## config.mk

```make
export PLATFORM = sky130hd
export DESIGN_NAME = ifetch_ctrl_flat
export DESIGN_NICKNAME = d
export VERILOG_FILES = /design/src/rtl/ifetch_ctrl_pkg.sv /design/src/rtl/ifetch_ctrl_if.sv /design/src/rtl/ifetch_ctrl_pc_queue.sv /design/src/rtl/ifetch_ctrl.sv /design/src/flat_wrapper.sv
export SDC_FILE = /design/constraint.sdc
export NUM_CORES = 1
export LEC_CHECK = 0
export BUFFER_PORTS_ARGS = -buffer_cell sky130_fd_sc_hd__buf_4
export CORE_ASPECT_RATIO = 1.5
export CORE_UTILIZATION = 35
export CTS_BUF_LIST = sky130_fd_sc_hd__clkbuf_8
export CTS_CLUSTER_DIAMETER = 60
export DETAILED_ROUTE_END_ITERATION = 7
export RECOVER_POWER = 100
export SLEW_MARGIN = 40
export SYNTH_ARGS = -nofsm -noshare
export SYNTH_HDL_FRONTEND = slang
export SYNTH_SLANG_ARGS = --single-unit
```

## constraint.sdc

```tcl
create_clock -name clk -period 2.7 [get_ports clk]
set_input_delay 0.405 -clock clk [delete_from_list [all_inputs] [get_ports clk]]
set_output_delay 0.405 -clock clk [all_outputs]
set_load 0.01 [all_outputs]
```

## src/rtl/ifetch_ctrl_pkg.sv

```systemverilog
// ----------------------------------------------------------------------------
// ifetch_ctrl_pkg
// Shared types and constants for the instruction-fetch sequencer:
//   - default reset PC and exception vector
//   - EXC_ADEL exception code for a misaligned fetch address
//   - fetch packet layout (pc, instruction pair, slot mask, exception info)
//   - FSM state and redirect-source encodings
// ----------------------------------------------------------------------------
package ifetch_ctrl_pkg;

  localparam logic [31:0] RESET_PC_DEF = 32'hbfc0_0000;
  localparam logic [31:0] EX_VEC_DEF   = 32'hbfc0_0380;
  localparam logic [4:0]  EXC_ADEL     = 5'h04;

  // Width of one packet handed to the instruction FIFO.
  localparam int FS_BUS_WD = 32 + 64 + 2 + 1 + 5;

  typedef struct packed {
    logic [31:0] pc;
    logic [63:0] inst;
    logic [1:0]  mask;
    logic        ex;
    logic [4:0]  excode;
  } fs_pkt_t;

  typedef logic [FS_BUS_WD-1:0] fs_bus_t;

  typedef enum logic {
    ST_RUN  = 1'b0,
    ST_HOLD = 1'b1
  } state_t;

  // Ordered so that a larger value is a higher-priority redirect.
  typedef enum logic [1:0] {
    RD_NONE = 2'd0,
    RD_BR   = 2'd1,
    RD_ERET = 2'd2,
    RD_EX   = 2'd3
  } redir_t;

  // A fetch at an odd word only delivers one instruction, so it advances by 4.
  function automatic logic [31:0] seq_next_pc(input logic [31:0] pc);
    return pc + (pc[2] ? 32'd4 : 32'd8);
  endfunction

endpackage

```

## src/rtl/ifetch_ctrl_if.sv

```systemverilog
// ----------------------------------------------------------------------------
// ifetch_ctrl_if
// SRAM-like instruction bus between the fetch sequencer (master) and the
// instruction memory / cache (slave).
//   inst_sram_req/addr/size : request, held by the master until addr_ok
//   inst_uncache            : address lies in the uncached kseg1 window
//   inst_sram_addr_ok       : request accepted
//   inst_sram_data_ok/rdata : in-order response, 64-bit instruction pair
// ----------------------------------------------------------------------------
interface ifetch_ctrl_if;

  logic        inst_sram_req;
  logic [31:0] inst_sram_addr;
  logic [1:0]  inst_sram_size;
  logic        inst_uncache;
  logic        inst_sram_addr_ok;
  logic        inst_sram_data_ok;
  logic [63:0] inst_sram_rdata;

  modport master (
    output inst_sram_req, inst_sram_addr, inst_sram_size, inst_uncache,
    input  inst_sram_addr_ok, inst_sram_data_ok, inst_sram_rdata
  );

  modport slave (
    input  inst_sram_req, inst_sram_addr, inst_sram_size, inst_uncache,
    output inst_sram_addr_ok, inst_sram_data_ok, inst_sram_rdata
  );

endinterface

```

## src/rtl/ifetch_ctrl_pc_queue.sv

```systemverilog
// ----------------------------------------------------------------------------
// ifetch_ctrl_pc_queue
// In-order FIFO of the PCs of accepted-but-unanswered fetch requests.
//   push/push_pc : record the PC of a request on its handshake
//   pop/pop_pc   : head PC, consumed when the matching response returns
//   count        : number of entries (the outstanding-request count)
// There is no flush: stale entries drain through the normal pop path.
// The parent never pushes when full or pops when empty.
// ----------------------------------------------------------------------------
module ifetch_ctrl_pc_queue #(
  parameter int DEPTH = 2
) (
  input  logic                           clk,
  input  logic                           resetn,
  input  logic                           push,
  input  logic [31:0]                    push_pc,
  input  logic                           pop,
  output logic [31:0]                    pop_pc,
  output logic [$clog2(DEPTH+1)-1:0]     count
);

  localparam int PW = (DEPTH > 1) ? $clog2(DEPTH) : 1;
  localparam int CW = $clog2(DEPTH + 1);

  logic [31:0]   mem [DEPTH];
  logic [PW-1:0] wr_ptr;
  logic [PW-1:0] rd_ptr;

  function automatic logic [PW-1:0] ptr_inc(input logic [PW-1:0] p);
    return (p == PW'(DEPTH - 1)) ? '0 : p + 1'b1;
  endfunction

  always_ff @(posedge clk or negedge resetn) begin
    if (!resetn) begin
      wr_ptr <= '0;
      rd_ptr <= '0;
      count  <= '0;
    end else begin
      if (push) wr_ptr <= ptr_inc(wr_ptr);
      if (pop)  rd_ptr <= ptr_inc(rd_ptr);
      count <= count + CW'(push) - CW'(pop);
    end
  end

  // NOTE: storage has no reset; an entry is only read after it was written,
  // and leaving it out of reset lets it map onto plain flops or LUT RAM.
  always_ff @(posedge clk) begin
    if (push) mem[wr_ptr] <= push_pc;
  end

  assign pop_pc = mem[rd_ptr];

endmodule

```

## src/rtl/ifetch_ctrl.sv

```systemverilog
// ----------------------------------------------------------------------------
// ifetch_ctrl
// Fetch sequencer for the dual-issue front end.
//   clk, resetn         : clock, asynchronous active-low reset
//   ex_taken/eret_taken/br_prd_err, epc, br_target : redirect pulses, targets
//   fifo_allowin        : instruction FIFO can take a packet next cycle
//   sram (master)       : SRAM-like instruction bus
//   fs_valid, fs_pc, fs_inst, fs_mask, fs_ex, fs_excode : registered packet
// Redirect priority is exception > eret > mispredict > sequential. A request
// presented without addr_ok is held unchanged; redirects arriving meanwhile
// are parked in a pending register and applied on the handshake. Responses to
// requests accepted at or before a redirect are counted in drop_cnt and
// discarded. A misaligned PC issues no request; once the bus is idle it emits
// one ADEL packet and parks in HOLD until the next redirect.
// MAX_OUT must be 1..3.
// ----------------------------------------------------------------------------
module ifetch_ctrl
  import ifetch_ctrl_pkg::*;
#(
  parameter logic [31:0] RESET_PC = RESET_PC_DEF,
  parameter logic [31:0] EX_VEC   = EX_VEC_DEF,
  parameter int          MAX_OUT  = 2
) (
  input  logic                clk,
  input  logic                resetn,
  input  logic                ex_taken,
  input  logic                eret_taken,
  input  logic [31:0]         epc,
  input  logic                br_prd_err,
  input  logic [31:0]         br_target,
  input  logic                fifo_allowin,
  ifetch_ctrl_if.master       sram,
  output logic                fs_valid,
  output logic [31:0]         fs_pc,
  output logic [63:0]         fs_inst,
  output logic [1:0]          fs_mask,
  output logic                fs_ex,
  output logic [4:0]          fs_excode
);

  localparam int CW = $clog2(MAX_OUT + 1);

  state_t        state;
  logic [31:0]   pc;
  logic          alive;       // first cycle out of reset issues nothing
  logic          held;        // request shown last cycle, not yet accepted
  logic          pend_valid;
  redir_t        pend_src;
  logic [31:0]   pend_pc;
  logic [CW-1:0] out_cnt;
  logic [CW-1:0] drop_cnt;
  logic [31:0]   head_pc;
  fs_pkt_t       fs_q;

  redir_t        new_src;
  logic [31:0]   new_pc;
  logic          redir;
  logic          new_wins;
  logic          tgt_valid;
  logic [31:0]   tgt_pc;
  logic          misaligned;
  logic          issue_ok;
  logic          req;
  logic          hs;
  logic          rsp_valid;
  logic          drop_now;

  // NOTE: every signal written here gets a default first, so no path
  // through the block leaves it unassigned and no latch is inferred.
  always_comb begin
    new_src = RD_NONE;
    new_pc  = '0;
    if (ex_taken) begin
      new_src = RD_EX;
      new_pc  = EX_VEC;
    end else if (eret_taken) begin
      new_src = RD_ERET;
      new_pc  = epc;
    end else if (br_prd_err) begin
      new_src = RD_BR;
      new_pc  = br_target;
    end
  end

  assign redir      = (new_src != RD_NONE);
  // A parked redirect is only displaced by one of equal or higher priority.
  assign new_wins   = redir && (!pend_valid || (new_src >= pend_src));
  assign tgt_valid  = pend_valid || redir;
  assign tgt_pc     = new_wins ? new_pc : pend_pc;

  assign misaligned = (pc[1:0] != 2'b00);
  assign issue_ok   = alive && (state == ST_RUN) && (out_cnt < CW'(MAX_OUT))
                      && fifo_allowin && !misaligned;
  assign req        = held || issue_ok;
  assign hs         = req && sram.inst_sram_addr_ok;
  assign rsp_valid  = sram.inst_sram_data_ok;
  assign drop_now   = rsp_valid && (drop_cnt != '0);

  assign sram.inst_sram_req  = req;
  assign sram.inst_sram_addr = {pc[31:3], 3'b000};
  assign sram.inst_sram_size = 2'h3;
  assign sram.inst_uncache   = (sram.inst_sram_addr[31:29] == 3'b101);

  ifetch_ctrl_pc_queue #(.DEPTH(MAX_OUT)) u_pc_queue (
    .clk     (clk),
    .resetn  (resetn),
    .push    (hs),
    .push_pc (pc),
    .pop     (rsp_valid),
    .pop_pc  (head_pc),
    .count   (out_cnt)
  );

  // NOTE: state registers use non-blocking assignments so every read in this
  // block sees the pre-edge value regardless of statement order.
  always_ff @(posedge clk or negedge resetn) begin
    if (!resetn) begin
      state      <= ST_RUN;
      pc         <= RESET_PC;
      alive      <= 1'b0;
      held       <= 1'b0;
      pend_valid <= 1'b0;
      pend_src   <= RD_NONE;
      pend_pc    <= '0;
      drop_cnt   <= '0;
      fs_valid   <= 1'b0;
      fs_q       <= '0;
    end else begin
      alive    <= 1'b1;
      held     <= req && !sram.inst_sram_addr_ok;
      fs_valid <= 1'b0;

      // Everything accepted up to and including a redirect cycle is stale;
      // a held request that completes under a parked redirect is stale too.
      if (redir) begin
        drop_cnt <= out_cnt - CW'(rsp_valid) + CW'(hs);
      end else begin
        drop_cnt <= drop_cnt - CW'(drop_now) + CW'(hs && pend_valid);
      end

      if (hs) begin
        pc         <= tgt_valid ? tgt_pc : seq_next_pc(pc);
        pend_valid <= 1'b0;
        pend_src   <= RD_NONE;
      end else if (req) begin
        if (new_wins) begin
          pend_valid <= 1'b1;
          pend_src   <= new_src;
          pend_pc    <= new_pc;
        end
      end else if (redir) begin
        pc <= new_pc;
      end

      case (state)
        ST_RUN: begin
          if (!redir && misaligned && (out_cnt == '0)) begin
            state    <= ST_HOLD;
            fs_valid <= 1'b1;
            fs_q     <= '{pc: pc, inst: 64'h0, mask: 2'b10,
                          ex: 1'b1, excode: EXC_ADEL};
          end
        end
        ST_HOLD: begin
          if (redir) state <= ST_RUN;
        end
        default: state <= ST_RUN;
      endcase

      if (rsp_valid && !drop_now) begin
        fs_valid <= 1'b1;
        fs_q     <= '{pc: head_pc, inst: sram.inst_sram_rdata,
                      mask: head_pc[2] ? 2'b10 : 2'b11,
                      ex: 1'b0, excode: 5'h0};
      end
    end
  end

  assign fs_pc     = fs_q.pc;
  assign fs_inst   = fs_q.inst;
  assign fs_mask   = fs_q.mask;
  assign fs_ex     = fs_q.ex;
  assign fs_excode = fs_q.excode;

  a_out_cnt_max : assert property (@(posedge clk) disable iff (!resetn)
    out_cnt <= CW'(MAX_OUT));
  a_drop_le_out : assert property (@(posedge clk) disable iff (!resetn)
    drop_cnt <= out_cnt);
  a_no_orphan_rsp : assert property (@(posedge clk) disable iff (!resetn)
    !(rsp_valid && (out_cnt == '0)));

endmodule
```

## src/flat_wrapper.sv

```systemverilog
// flat-port wrapper written by rule: the top's interface ports become plain ports
module ifetch_ctrl_flat import ifetch_ctrl_pkg::*;
#(
  parameter logic [31:0] RESET_PC = RESET_PC_DEF,
  parameter logic [31:0] EX_VEC   = EX_VEC_DEF,
  parameter int          MAX_OUT  = 2
)
  (clk, resetn, ex_taken, eret_taken, epc, br_prd_err, br_target, fifo_allowin, fs_valid, fs_pc, fs_inst, fs_mask, fs_ex, fs_excode, sram_inst_sram_req, sram_inst_sram_addr, sram_inst_sram_size, sram_inst_uncache, sram_inst_sram_addr_ok, sram_inst_sram_data_ok, sram_inst_sram_rdata);
  ifetch_ctrl_if sram_i ();
  input  logic clk;
  input  logic resetn;
  input  logic ex_taken;
  input  logic eret_taken;
  input  logic [31:0] epc;
  input  logic br_prd_err;
  input  logic [31:0] br_target;
  input  logic fifo_allowin;
  output logic fs_valid;
  output logic [31:0] fs_pc;
  output logic [63:0] fs_inst;
  output logic [1:0] fs_mask;
  output logic fs_ex;
  output logic [4:0] fs_excode;
  output wire logic [$bits(sram_i.inst_sram_req)-1:0] sram_inst_sram_req;
  output wire logic [$bits(sram_i.inst_sram_addr)-1:0] sram_inst_sram_addr;
  output wire logic [$bits(sram_i.inst_sram_size)-1:0] sram_inst_sram_size;
  output wire logic [$bits(sram_i.inst_uncache)-1:0] sram_inst_uncache;
  input wire logic [$bits(sram_i.inst_sram_addr_ok)-1:0] sram_inst_sram_addr_ok;
  input wire logic [$bits(sram_i.inst_sram_data_ok)-1:0] sram_inst_sram_data_ok;
  input wire logic [$bits(sram_i.inst_sram_rdata)-1:0] sram_inst_sram_rdata;
  assign sram_inst_sram_req = sram_i.inst_sram_req;
  assign sram_inst_sram_addr = sram_i.inst_sram_addr;
  assign sram_inst_sram_size = sram_i.inst_sram_size;
  assign sram_inst_uncache = sram_i.inst_uncache;
  assign sram_i.inst_sram_addr_ok = sram_inst_sram_addr_ok;
  assign sram_i.inst_sram_data_ok = sram_inst_sram_data_ok;
  assign sram_i.inst_sram_rdata = sram_inst_sram_rdata;
  ifetch_ctrl #(.RESET_PC(RESET_PC), .EX_VEC(EX_VEC), .MAX_OUT(MAX_OUT)) u_core (.clk(clk), .resetn(resetn), .ex_taken(ex_taken), .eret_taken(eret_taken), .epc(epc), .br_prd_err(br_prd_err), .br_target(br_target), .fifo_allowin(fifo_allowin), .sram(sram_i), .fs_valid(fs_valid), .fs_pc(fs_pc), .fs_inst(fs_inst), .fs_mask(fs_mask), .fs_ex(fs_ex), .fs_excode(fs_excode));
endmodule
```

After elaboration in Yosys (flattened, before gate mapping)

Memory sizes are Yosys's and may differ from the RTL's.
Index checks and enable logic that the tools add are counted.

Register bits: 181
Memory bits (writable): 64
Input bits: 136
Output and inout bits: 141
Logic and storage cells: 98
Memories: 1

Add/subtract/negate cells: 9
Magnitude comparators: 2
Equality and inequality tests: 3
Muxes and demuxes: 32
Bitwise operators: 2
Reduce and logical (&&, ||, !) cells: 32

Memories:

| memory                | depth | width | read ports | clocked after memory_dff | wr ports | line                       | source |
|---|---|---|---|---|---|---|---|
| u_core.u_pc_queue.mem | 2     | 32    | 1          | 0                        | 1        | ifetch_ctrl_pc_queue.sv:25 | `logic [31:0] mem [DEPTH];` |

Operators by type and width:

| cell                  | count |
|---|---|
| $mux W104             | 3 |
| $mux W32              | 8 |
| $add A32 B32 Y32      | 1 |
| $reduce_bool A2 Y1    | 7 |
| $mux W1               | 13 |
| $logic_and A1 B1 Y1   | 12 |
| $mux W2               | 6 |
| $reduce_and A2 Y1     | 4 |
| $add A2 B1 Y2         | 3 |
| $sub A2 B1 Y2         | 3 |
| $logic_not A1 Y1      | 5 |
| $mux W4               | 1 |
| $ne A2 B2 Y1 const B  | 2 |
| $eq A3 B3 Y1 const B  | 1 |
| $logic_or A1 B1 Y1    | 3 |
| $add A1 B1 Y1 const B | 2 |
| $ge A2 B2 Y1          | 1 |
| $logic_not A2 Y1      | 1 |
| $lt A2 B2 Y1 const B  | 1 |
| $not A1 Y1            | 2 |
| $pmux W1 S2           | 1 |

Depth between registers and ports, before layout

Depth after elaboration: 10
Depth in mapped cells: 14
Gate-level depth less buffers: 10

By module

From an unflattened synthesis, not the netlist that was laid out.

Cells, all modules: 1110
Area, all modules: 11504.8 um^2

By module, submodules not included:

| module               | instances | cells each | area an instance (um^2) | seq. area each (um^2) |
|---|---|---|---|---|
| ifetch_ctrl          | 1         | 997        | 8856.0                  | 4315.4 |
| ifetch_ctrl_pc_queue | 1         | 113        | 2648.8                  | 2021.9 |

Worst setup path after synthesis

OpenSTA, ideal clock, no wires.

Path kind: input -> register
From: input eret_taken
To: register u_core.pend_pc[0]
Arrival: 2871 ps
Required time: 2575 ps
Slack: -296 ps
Stages on the path: 13
Path buffers: 5
Cells stage by stage: buf_6 > nor2b_1 > clkbuf_1 > buf_2 > buf_2 > nor2_1 > ha_1 > nor2b_1 > o21ai_2 > nand2_2 > nor3_4 > buf_2 > mux2_2

Longest elaborated chain between the ends: 6
Elaborated cells between the ends (all ways): 9
Those cells by class: order compare: 1; mux: 5; reduce/logical: 3

Ends and longest elaborated chain:

| what                   | line               | source |
|---|---|---|
| start: declaration     | flat_wrapper.sv:13 | `input logic eret_taken;` |
| $mux W2                | ifetch_ctrl.sv:76  | `end else if (eret_taken) begin` |
| $mux W2                | ifetch_ctrl.sv:73  | `if (ex_taken) begin` |
| $ge A2 B2 Y1           | ifetch_ctrl.sv:87  | `assign new_wins = redir && (!pend_valid \|\| (new_src >= pend_src));` |
| $logic_or A1 B1 Y1     | ifetch_ctrl.sv:87  |  |
| $logic_and A1 B1 Y1    | ifetch_ctrl.sv:87  |  |
| $mux W32 (*)           | --                 |  |
| end signal: assignment | ifetch_ctrl.sv:149 | `pend_pc <= new_pc;` |
| end: declaration       | ifetch_ctrl.sv:49  | `logic [31:0] pend_pc;` |

Every way passes the cells marked *; elsewhere a longest branch is shown, timed or not.
A chain may end at the register's enable or synchronous reset.

Worst setup path after layout

From: register u_core.pend_src[0]
To: register u_core.pend_pc[5]

Longest elaborated chain between the ends: 4

Ends and longest elaborated chain:

| what                     | line               | source |
|---|---|---|
| start: declaration       | ifetch_ctrl.sv:48  | `redir_t pend_src;` |
| start signal: assignment | ifetch_ctrl.sv:148 | `pend_src <= new_src;` |
| $ge A2 B2 Y1             | ifetch_ctrl.sv:87  |  |
| $logic_or A1 B1 Y1       | ifetch_ctrl.sv:87  |  |
| $logic_and A1 B1 Y1      | ifetch_ctrl.sv:87  |  |
| $mux W32                 | --                 |  |

No other way between the ends.

==> flow_summary.json <==
{
  "antenna_found_initial": 1,
  "whs_endpoint": "u_core.fs_inst[53]$_DFFE_PN0P_",
  "syn_area_sq_um": 11400,
  "met1_length_mm": 13.1,
  "drt_wl_total_mm": 32.5,
  "worstRegToRegCells": 7,
  "r2r_end": "u_core.pend_pc[5]$_DFFE_PN0P_",
  "wl_met3_mm": 1.85,
  "arrival_ns": 2.86,
  "area_delta_synth_final_pct": 22.9,
  "synthArstFlopShare_pct": 73.3,
  "netlist_instances": 1127,
  "cts_setup_buffers": 0,
  "critPathCaptureType": "register",
  "power_mw": 13.0,
  "synth_enable_flop_cells": 64,
  "fin_area_sq_um": 14000,
  "yosysTopAreaCell": "dfrtp_1",
  "leakage_nw": 5.83,
  "fmax_mhz": 412,
  "multi_input_area_sq_um": 4410,
  "instances_no_fill": 1823,
  "viasPerCell": 5.18,
  "worstPathRequired_ns": 3.13,
  "synth_area_leaders": "dfrtp_1, edfxtp_1, nand2_1",
  "ys_seq_area_share_pct": 55.5,
  "vias": 9440,
  "slew_headroom_pct": -0.511,
  "yosysUniqueCellTypes": 71,
  "grt_max_degree": 68,
  "track_usage_pct": 19.4,
  "die_w_um": 150,
  "critPathBufInv": 1,
  "p_switching_mw": 4.81,
  "clk_pin_slew_ns": 0.06,
  "cts_made_buffers": 39,
  "fin_crit_sh_pct": 89.8,
  "synth_ff_type": "dfrtp_1",
  "rows": 80,
  "hold_path.class": "in -> reg",
  "crit_type": "reg -> reg",
  "fin_worst_skew_ns": 0.0270,
  "cts_max_level": 2,
  "syn-mean-instance-area_sq_um": 10.1,
  "core_area_sq_um": 31900,
  "violations": "max-capacitance violations, max-slew violations",
  "internal_power_mw": 8.20,
  "yosysWarnings": 0,
  "clkLatencyLatePin_ns": 0.56,
  "final.min_clock_period_ns": 2.43,
  "cts.path.max_buffers": 3,
  "regArea_sq_um": 6340,
  "status": "finished with violations",
  "r2r_slack_ns": 0.27,
  "crit_family": "buffers and inverters",
  "die_area_sq_um": 33400,
  "fin_ws_ns": 0.275,
  "first_global_vias": 9287,
  "placed_cells": 1747,
  "startpoint_type": "register",
  "crit_chain": "ha_4 > nor2b_4 > o21ai_4 > nand2_4 > nor3_1 > clkbuf_4 > mux2_2",
  "finalSetupViolations": 0,
  "tightestPinTransition_ns": 1.51,
  "fin_tns_setup_ns": 0,
  "fp.dieH_um": 223,
  "critical_path.max_fanout": 44,
  "grt_overflow": 0,
  "cts_tree": "yes",
  "comb_power_share_pct": 30.9,
  "globalplace.congestion": 0.833,
  "yosys.area.top_type_share_pct": 36.6,
  "dp_hpwl_mm": 23.3,
  "cts_root_buf": "clkbuf_8",
  "crit_cells": 7,
  "holdPathStages": 3,
  "peakVddDrop_mv": 0.337,
  "clock-sinks": 240,
  "drtIter0Drc": 466,
  "drv_slew": 45,
  "start_util_pct": 35.8,
  "layout-drive-gt1-share_pct": 19.6,
  "port_buffers": 267,
  "n_fill_cell": 3234,
  "pwr_density_cell_nw_per_um2": 927,
  "dpl_cell_area_sq_um": 13900,
  "ios": 277,
  "layout.nets": 1525,
  "dp_slack_ns": 0.158,
  "min_from": "sram_inst_sram_rdata[53]",
  "slowest_delay_ns": 0.50,
  "p_clk_share_pct": 24.2,
  "grt_setup_unrepaired": "false",
  "ant_nets": 0,
  "hold_violations": 0,
  "power.share.sequential_pct": 45.0,
  "ys_ff_latch": 240,
  "maxCapViolCount": 1,
  "p_sw_share_pct": 37.0,
  "top_layer": "met4",
  "grt_pass1_wl_mm": 50.5,
  "route.met2.wl_mm": 16.6,
  "wire_per_inst_um": 17.8,
  "drc": 0,
  "drt-pass1-iter-count": 5,
  "r2r_start": "u_core.pend_src[0]$_DFFE_PN0P_",
  "cpMaxStageDelayCell": "clkbuf_4"
}
[stage by stage]
| stage | util, % | hold WS (ns) |
|---|---|---|
| 5_1_grt | 44.0 | 0.0302 |
| 3_3_place_gp | 43.4 | 0.422 |
| 4_1_cts | 46.0 | 0.00142 |
| 6_report | 44.0 | 0.0531 |
| 3_5_place_dp | 43.4 | 0.415 |
| 2_1_floorplan | - | 0.109 |
[cell usage in the layout (no fill, tap or decap), drive strengths merged, types with 6 or more instances in the layout]
cell type | synthesis | final
clkinv | 1 | 12
o311ai | 6 | 6
o21ai | 107 | 107
ha | 8 | 8
and3 | 10 | 10
nand2 | 226 | 226
and2 | 6 | 6
a211oi | 32 | 32
nor2 | 68 | 68
a221o | 6 | 6
nor2b | 35 | 35
buf | 71 | 169
edfxtp | 64 | 64
a21oi | 33 | 33
a31oi | 34 | 34
xnor2 | 10 | 10
nor3 | 17 | 17
clkbuf | 45 | 195
dfrtp | 167 | 167
mux2 | 27 | 27
a221oi | 14 | 14
nand3 | 19 | 19
conb | 2 | 10
dfstp | 9 | 9
inv | 13 | 25
mux2i | 8 | 8
a22oi | 27 | 27
[timing repair]
action / 4_1_cts / 5_1_grt
setup endpoints to repair: 0 / 0
endpoints found under the hold margin: 53 / 0
hold buffers: 3 / 0
resized for setup: 0 / 0
[worst max-delay path by stage]
stage                                                     from                             to  slack, ns
final                           u_core.pend_src[0]$_DFFE_PN0P_  u_core.pend_pc[5]$_DFFE_PN0P_       0.27
after global routing      u_core.u_pc_queue.count[1]$_DFF_PN0_      u_core.pc[17]$_DFFE_PN0P_       0.13
after CTS                             u_core.pc[1]$_DFFE_PN0P_             sram_inst_sram_req       0.36
after detailed placement                            eret_taken  u_core.pend_pc[5]$_DFFE_PN0P_       0.16
after global placement                              eret_taken  u_core.pend_pc[6]$_DFFE_PN0P_       0.21
after floorplan                                     eret_taken  u_core.pend_pc[0]$_DFFE_PN0P_      -0.03
[tightest hold or removal path, stage by stage]
cell,delay [ns]
buf_4,0.07
nand2_1,0.03
o21ai_0,0.06
[routing by layer]
layer	global-route usage, %	up-vias
met3	3.25	58
li1	-	4488
met2	34.6	341
met4	8.29	0
met1	22.5	4553
met5	0	-
[power groups by stage]
stage	clock [mW]	sequential, mW	combinational, mW
global route	3.42	6.00	4.50
finish	3.15	5.85	4.02
CTS	3.28	5.89	4.79
detailed placement	0	5.96	4.77
floorplan	0	5.98	2.44
global placement	0	5.92	4.68
[flip-flops by register name (all words and copies together), names as in the netlist]
register / count
u_core.alive: 1
u_core.drop_cnt: 2
u_core.fs_ex: 1
u_core.fs_inst: 64
u_core.fs_mask: 2
u_core.fs_pc: 32
u_core.fs_valid: 1
u_core.held: 1
u_core.pc: 32
u_core.pend_pc: 32
u_core.pend_src: 2
u_core.pend_valid: 1
u_core.state: 1
u_core.u_pc_queue.count: 2
u_core.u_pc_queue.mem: 64
u_core.u_pc_queue.rd_ptr: 1
u_core.u_pc_queue.wr_ptr: 1
[synth_stat cells (4+ instances only)]
| cell type | n |
|---|---|
| a211oi_1 | 32 |
| nor4_1 | 5 |
| nand2_1 | 225 |
| nand3_1 | 19 |
| and3_1 | 10 |
| buf_6 | 10 |
| clkbuf_1 | 44 |
| o22ai_1 | 5 |
| and2_1 | 4 |
| xnor2_1 | 10 |
| buf_1 | 4 |
| a22oi_1 | 27 |
| nor3_1 | 13 |
| a221oi_1 | 14 |
| or3_1 | 5 |
| a221o_1 | 6 |
| inv_1 | 13 |
| o21ai_0 | 101 |
| a31oi_1 | 34 |
| edfxtp_1 | 64 |
| mux2i_1 | 8 |
| nor2b_1 | 35 |
| a21oi_1 | 31 |
| dfstp_2 | 9 |
| nand4_1 | 5 |
| o21ai_1 | 5 |
| a2bb2oi_1 | 4 |
| buf_2 | 17 |
| nor2_1 | 65 |
| buf_4 | 40 |
| dfrtp_1 | 167 |
| o311ai_0 | 6 |
| ha_1 | 8 |
| mux2_2 | 25 |
[final cells by class]
type	instances	share of cell area [%]
Clock inverter	26	1.09
Multi-Input combinational cell	765	31.4
Clock buffer	46	4.51
Antenna cell	1	0.0178
Timing Repair Buffer	321	13.8
Tap cell	410	3.65
Sequential cell	240	45.1
Inverter	14	0.383
[cell families (layout without fill, tap and decap cells)]
group           Yosys count  in the layout  synth area share [%]
compound gates          296            296                  16.8
other cells               2             11                0.0657
flops                   240            240                  55.5
xor+xnor                 13             13                 0.997
buf+inv                 130            407                  6.45
fa+ha+maj                 8              8                 0.876
simple gates            403            403                  15.9
mux                      35             35                  3.36
No activity file was read; power rests on OpenSTA's default activity.
